==> src/rtl/alu_share_arb.sv <==
// alu_share_arb: round-robin arbiter that shares one ALU between two
// requesters. Each accepted request is captured into the ALU input
// registers, evaluated for one cycle, and returned as a tagged response.
module alu_share_arb #(
    parameter int WIDTH = 8
) (
    input  logic               clk,
    input  logic               rst_n,
    // Requester side: {req1, req0} packing on every bus
    input  logic [1:0]         req_valid,
    output logic [1:0]         req_ready,
    input  logic [2*WIDTH-1:0] req_a,
    input  logic [2*WIDTH-1:0] req_b,
    input  logic [5:0]         req_op,
    // Shared ALU
    output logic [WIDTH-1:0]   alu_a,
    output logic [WIDTH-1:0]   alu_b,
    output logic [2:0]         alu_s,
    input  logic [WIDTH-1:0]   alu_out,
    input  logic               alu_z,
    input  logic               alu_n,
    input  logic               alu_c,
    input  logic               alu_v,
    // Response channel
    output logic               rsp_valid,
    input  logic               rsp_ready,
    output logic               rsp_id,
    output logic [WIDTH-1:0]   rsp_data,
    output logic               rsp_z,
    output logic               rsp_n,
    output logic               rsp_c,
    output logic               rsp_v,
    output logic               busy
);

    typedef enum logic [1:0] {
        IDLE = 2'd0,
        EXEC = 2'd1,
        RESP = 2'd2
    } state_e;

    state_e           state_q;
    // Last-granted requester. It doubles as the response tag: it is
    // written with the granted index on every grant and not touched again
    // until the next grant.
    logic             ptr_q;
    logic [WIDTH-1:0] alu_a_q;
    logic [WIDTH-1:0] alu_b_q;
    logic [2:0]       alu_s_q;
    logic             rsp_valid_q;
    logic             rsp_id_q;
    logic [WIDTH-1:0] rsp_data_q;
    logic             rsp_z_q;
    logic             rsp_n_q;
    logic             rsp_c_q;
    logic             rsp_v_q;
    logic             busy_q;

    logic             grant_vld;
    logic             grant_idx;
    logic [WIDTH-1:0] grant_a;
    logic [WIDTH-1:0] grant_b;
    logic [2:0]       grant_op;

    // Grant decision: only in IDLE, round robin when both requesters are valid.
    always_comb begin
        // NOTE: every output of this block gets a default first so that no
        // path leaves it unassigned, which would otherwise infer a latch.
        grant_vld = 1'b0;
        grant_idx = 1'b0;
        if (state_q == IDLE) begin
            case (req_valid)
                2'b01:   begin grant_vld = 1'b1; grant_idx = 1'b0;   end
                2'b10:   begin grant_vld = 1'b1; grant_idx = 1'b1;   end
                2'b11:   begin grant_vld = 1'b1; grant_idx = ~ptr_q; end
                default: begin grant_vld = 1'b0; grant_idx = 1'b0;   end
            endcase
        end
        req_ready = grant_vld ? (grant_idx ? 2'b10 : 2'b01) : 2'b00;
        grant_a   = grant_idx ? req_a[2*WIDTH-1:WIDTH] : req_a[WIDTH-1:0];
        grant_b   = grant_idx ? req_b[2*WIDTH-1:WIDTH] : req_b[WIDTH-1:0];
        grant_op  = grant_idx ? req_op[5:3]            : req_op[2:0];
    end

    // Sequencer: capture on grant, sample the ALU in EXEC, hold the response in RESP.
    always_ff @(posedge clk or negedge rst_n) begin
        if (!rst_n) begin
            state_q     <= IDLE;
            ptr_q       <= 1'b1;  // requester 0 wins the first contest
            alu_a_q     <= '0;
            alu_b_q     <= '0;
            alu_s_q     <= '0;
            rsp_valid_q <= 1'b0;
            rsp_id_q    <= 1'b0;
            rsp_data_q  <= '0;
            rsp_z_q     <= 1'b0;
            rsp_n_q     <= 1'b0;
            rsp_c_q     <= 1'b0;
            rsp_v_q     <= 1'b0;
            busy_q      <= 1'b0;
        end else begin
            // NOTE: sequential state uses non-blocking assignments so every
            // register samples the pre-edge values, independent of statement order.
            case (state_q)
                IDLE: begin
                    if (grant_vld) begin
                        alu_a_q <= grant_a;
                        alu_b_q <= grant_b;
                        alu_s_q <= grant_op;
                        ptr_q   <= grant_idx;
                        state_q <= EXEC;
                        busy_q  <= 1'b1;
                    end
                end
                EXEC: begin
                    rsp_data_q  <= alu_out;
                    rsp_z_q     <= alu_z;
                    rsp_n_q     <= alu_n;
                    rsp_c_q     <= alu_c;
                    rsp_v_q     <= alu_v;
                    rsp_id_q    <= ptr_q;
                    rsp_valid_q <= 1'b1;
                    state_q     <= RESP;
                end
                RESP: begin
                    // Data and flags are left as they are after the handshake.
                    if (rsp_ready) begin
                        rsp_valid_q <= 1'b0;
                        busy_q      <= 1'b0;
                        state_q     <= IDLE;
                    end
                end
                default: begin
                    rsp_valid_q <= 1'b0;
                    busy_q      <= 1'b0;
                    state_q     <= IDLE;
                end
            endcase
        end
    end

    assign alu_a     = alu_a_q;
    assign alu_b     = alu_b_q;
    assign alu_s     = alu_s_q;
    assign rsp_valid = rsp_valid_q;
    assign rsp_id    = rsp_id_q;
    assign rsp_data  = rsp_data_q;
    assign rsp_z     = rsp_z_q;
    assign rsp_n     = rsp_n_q;
    assign rsp_c     = rsp_c_q;
    assign rsp_v     = rsp_v_q;
    assign busy      = busy_q;

endmodule

==> config.mk <==
export PLATFORM = sky130hd
export DESIGN_NAME = alu_share_arb
export DESIGN_NICKNAME = d
export VERILOG_FILES = /design/src/rtl/alu_share_arb.sv
export SDC_FILE = /design/constraint.sdc
export NUM_CORES = 1
export LEC_CHECK = 0
export CELL_PAD_IN_SITES_DETAIL_PLACEMENT = 1
export CELL_PAD_IN_SITES_GLOBAL_PLACEMENT = 1
export CORE_MARGIN = 8
export CORE_UTILIZATION = 31
export DETAILED_ROUTE_END_ITERATION = 6
export PLACE_DENSITY_LB_ADDON = 0.25
export REMOVE_ABC_BUFFERS = 1
export SETUP_SLACK_MARGIN = 0.15
export SYNTH_ARGS = -nofsm -noshare
export SYNTH_HDL_FRONTEND = slang
export SYNTH_SLANG_ARGS = --single-unit
==> constraint.sdc <==
create_clock -name clk -period 3.6 [get_ports clk]
set_input_delay 0.72 -clock clk [delete_from_list [all_inputs] [get_ports clk]]
set_output_delay 0.72 -clock clk [all_outputs]
set_load 0.02 [all_outputs]
==> run metrics <==
normalized max-slew margin 43.8%; Root Driver clkbuf_8; crit path DAT 2.35 ns; setup TNS 0 ns; multi-input logic area 643 µm²; GR Util All Layers 13.4%; routed via count 1535; leakage 1.17 nW; clk_skew 0.00425 ns; Site Rows 27; CTS Buf Count 5; period utilization 85.4%; port bufs 90; Fillers 622; Max Transition Viols Final 0; Post-synth ARST share 100%; worst path required time 2.88 ns; Core Box Area 5510 µm²; worst r2r dst alu_b[6]$_DFFE_PN0P_; switch share 40.0%; top cell type's share of synthesized area 50.7%; Hold WC Path Type flop to flop; setup repair after global routing missed its margin false; nets 297; first-pass GRT wire length 9240 µm; DR vias/cell 4.87; Routed WL 5480 µm; RR Startpoint state_q[0]$_DFFE_PN0P_; dominant synthesized flop cell dfrtp_1; CP Buf/Inv Count 2; Max Fclk 325 MHz; sequential fraction of design power 31.3%; total grt overflow 0; synth unique cells 27; setup slack, reg-to-reg 2.05 ns; most common cell in the netlist nand3_1; Pwr per Cell Area 886 nW/µm²; CP Max Fanout 21; htree depth 2; Yosys top cell by area dfrtp_1; worst path cell trace clkdlybuf4s50_1, a21boi_2, and2_4, clkdlybuf4s50_1; register area 927 µm²; YS warnings 0; Max Cap Viol 0; DRT Pass-1 Iters 4; vias in the first global route 1763; number of synthesized flops with an enable pin 0; Hold Buf Count CTS 0; Worst Tran Pin Value 0.843 ns; crit end category output port; sequential area share after synthesis 52.2%; critical path class input pin to output port; Die X-Extent 91.7 µm; top cells by count, synth nand3_1 (37), dfrtp_1 (36), inv_1 (19); Final Critical Period 3.07 ns; share of cells above drive strength 1 12.3%; Clock Path Buffers 2; Clk pin slew, worst setup/hold paths 0.07 ns; syn_area_per_cell 11.5 µm²; Sw Pwr 973 µW; hold path start rsp_data[3]$_DFFE_PN0P_; P_int 1.46 mW; total die area 8410 µm²; CP peak stage delay 0.66 ns; fin area 2740 µm²; worst vdd ir 0.000337 V; final setup violating endpoints 0; routability cong. 0.693; initial antenna violation count 0; R2R depth 4; CTS tree built; Logic pwr share 57.2%; Final Hold Viols 0; post-DP HPWL 3970 µm; pin count of the biggest net entering global routing 38; cell family with most CP delay buffers and inverters; Synth area leaders dfrtp_1 (51%), nand3_1 (10%), o221ai_1 (8.9%), mux2_4 (7.6%), inv_1 (4.0%); outcome completed; DR WL/cell 17.4 µm; DRC viols 0; Seq cells post-synth 37; Power Total 2.43 mW; slowest CP cell clkdlybuf4s50_1; Mapped Cells 155; IO Pins 91; worst setup path start req_valid[1]; cts repair resizes 0; n_diodes 0; Layout area overhead 54.5%; Clock Sinks 37; Clock Latency Late Sink 0.28 ns; crit path launch type input pin; area of placed instances 2660 µm²; postcts setup bufs 0; Antenna Nets Post-Route 0; Worst setup endpoint req_ready[1]; first-iteration detailed-routing DRC count 39; initial core utilization 32.2%; most used cell along the critical path clkdlybuf4s50_1; clock share of power 11.4%; Die Ht 91.7 µm; cell area after synthesis 1780 µm²; critical path depth in cells 4
## worst register-to-register path, cell delays in order, from the launching register on
cell and delay, ns:
dfrtp_1 0.43, nor2_2 0.15, buf_4 0.29, and2_4 0.36, o221ai_1 0.19
## power groups by stage
stage               Combinational (mW)  Sequential [mW]  Clock (mW)
floorplan                        0.521             1.00           0
global placement                  1.40            0.755           0
detailed placement                1.41            0.772           0
CTS                               1.42            0.766       0.291
global route                      1.52            0.791       0.307
finish                            1.39            0.762       0.278
## routing by layer
layer | track usage, % | wire (µm) | vias up
met2 | 19.4 | 2270 | 81
met1 | 17.2 | 2590 | 729
met3 | 7.17 | 602 | 4
li1 | - | - | 721
met5 | 0 | 0 | -
met4 | 2.59 | 11 | 0
## area by class of cell
cell class,instances,share of cell area (%)
timing repair buffer,94,33.7
sequential,37,33.8
multi-input combinational,84,23.4
clock inverter,2,0.365
inverter,20,2.74
clock buffer,6,2.64
tap,72,3.28
## registers in the layout, summed over array words and instances (netlist names)
register   cells
alu_a          8
rsp_data       8
rsp_v          1
state_q        2
busy           1
alu_s          3
ptr_q          1
rsp_z          1
rsp_id         1
alu_b          8
rsp_n          1
rsp_c          1
rsp_valid      1
## metrics by stage
stage,hold slack [ns],cells,utilization [%],setup slack [ns]
2_1_floorplan,0.424,141,-,1.12
3_3_place_gp,0.467,307,48.3,0.532
3_5_place_dp,0.477,307,48.3,0.533
4_1_cts,0.495,315,49.8,0.524
5_1_grt,0.515,315,49.8,0.415
6_report,0.488,315,49.8,0.527
## logic make-up after synthesis
logic type             after synthesis  share of synthesized area (%)
DFF                                 37                           52.2
buffers and inverters               34                           11.6
AOI/OAI and AO/OA                   24                           11.9
muxes                               13                           10.1
and+or+nand+nor                     47                           14.2
## how the worst min path moves through the flow
stage                                          to  slack (ns)  depth (start not counted)
after global placement    rsp_data[3]$_DFFE_PN0P_        0.47                          1
after floorplan              alu_a[0]$_DFFE_PN0P_        0.42                          0
after global routing      rsp_data[3]$_DFFE_PN0P_        0.51                          1
after CTS                 rsp_data[3]$_DFFE_PN0P_        0.49                          1
after detailed placement  rsp_data[3]$_DFFE_PN0P_        0.48                          1
final                     rsp_data[3]$_DFFE_PN0P_        0.49                          1
## cell usage in the layout (no fill, tap or decap)
master	instances
buf_4	4
nand2_1	2
dfstp_2	1
a21o_1	2
inv_2	1
a21boi_2	1
o21ai_0	1
nor2_2	1
clkbuf_8	5
nand2_2	1
o21a_1	1
nand3_2	1
dfrtp_1	36
nor2_1	2
buf_2	1
clkinv_2	2
or2_1	1
and2_4	1
nand3_1	37
clkbuf_1	1
o221ai_1	18
o221ai_2	1
mux2_4	9
mux2_1	4
clkdlybuf4s50_1	89
inv_1	19
nor2b_4	1
(Power assumes the default switching activity.)
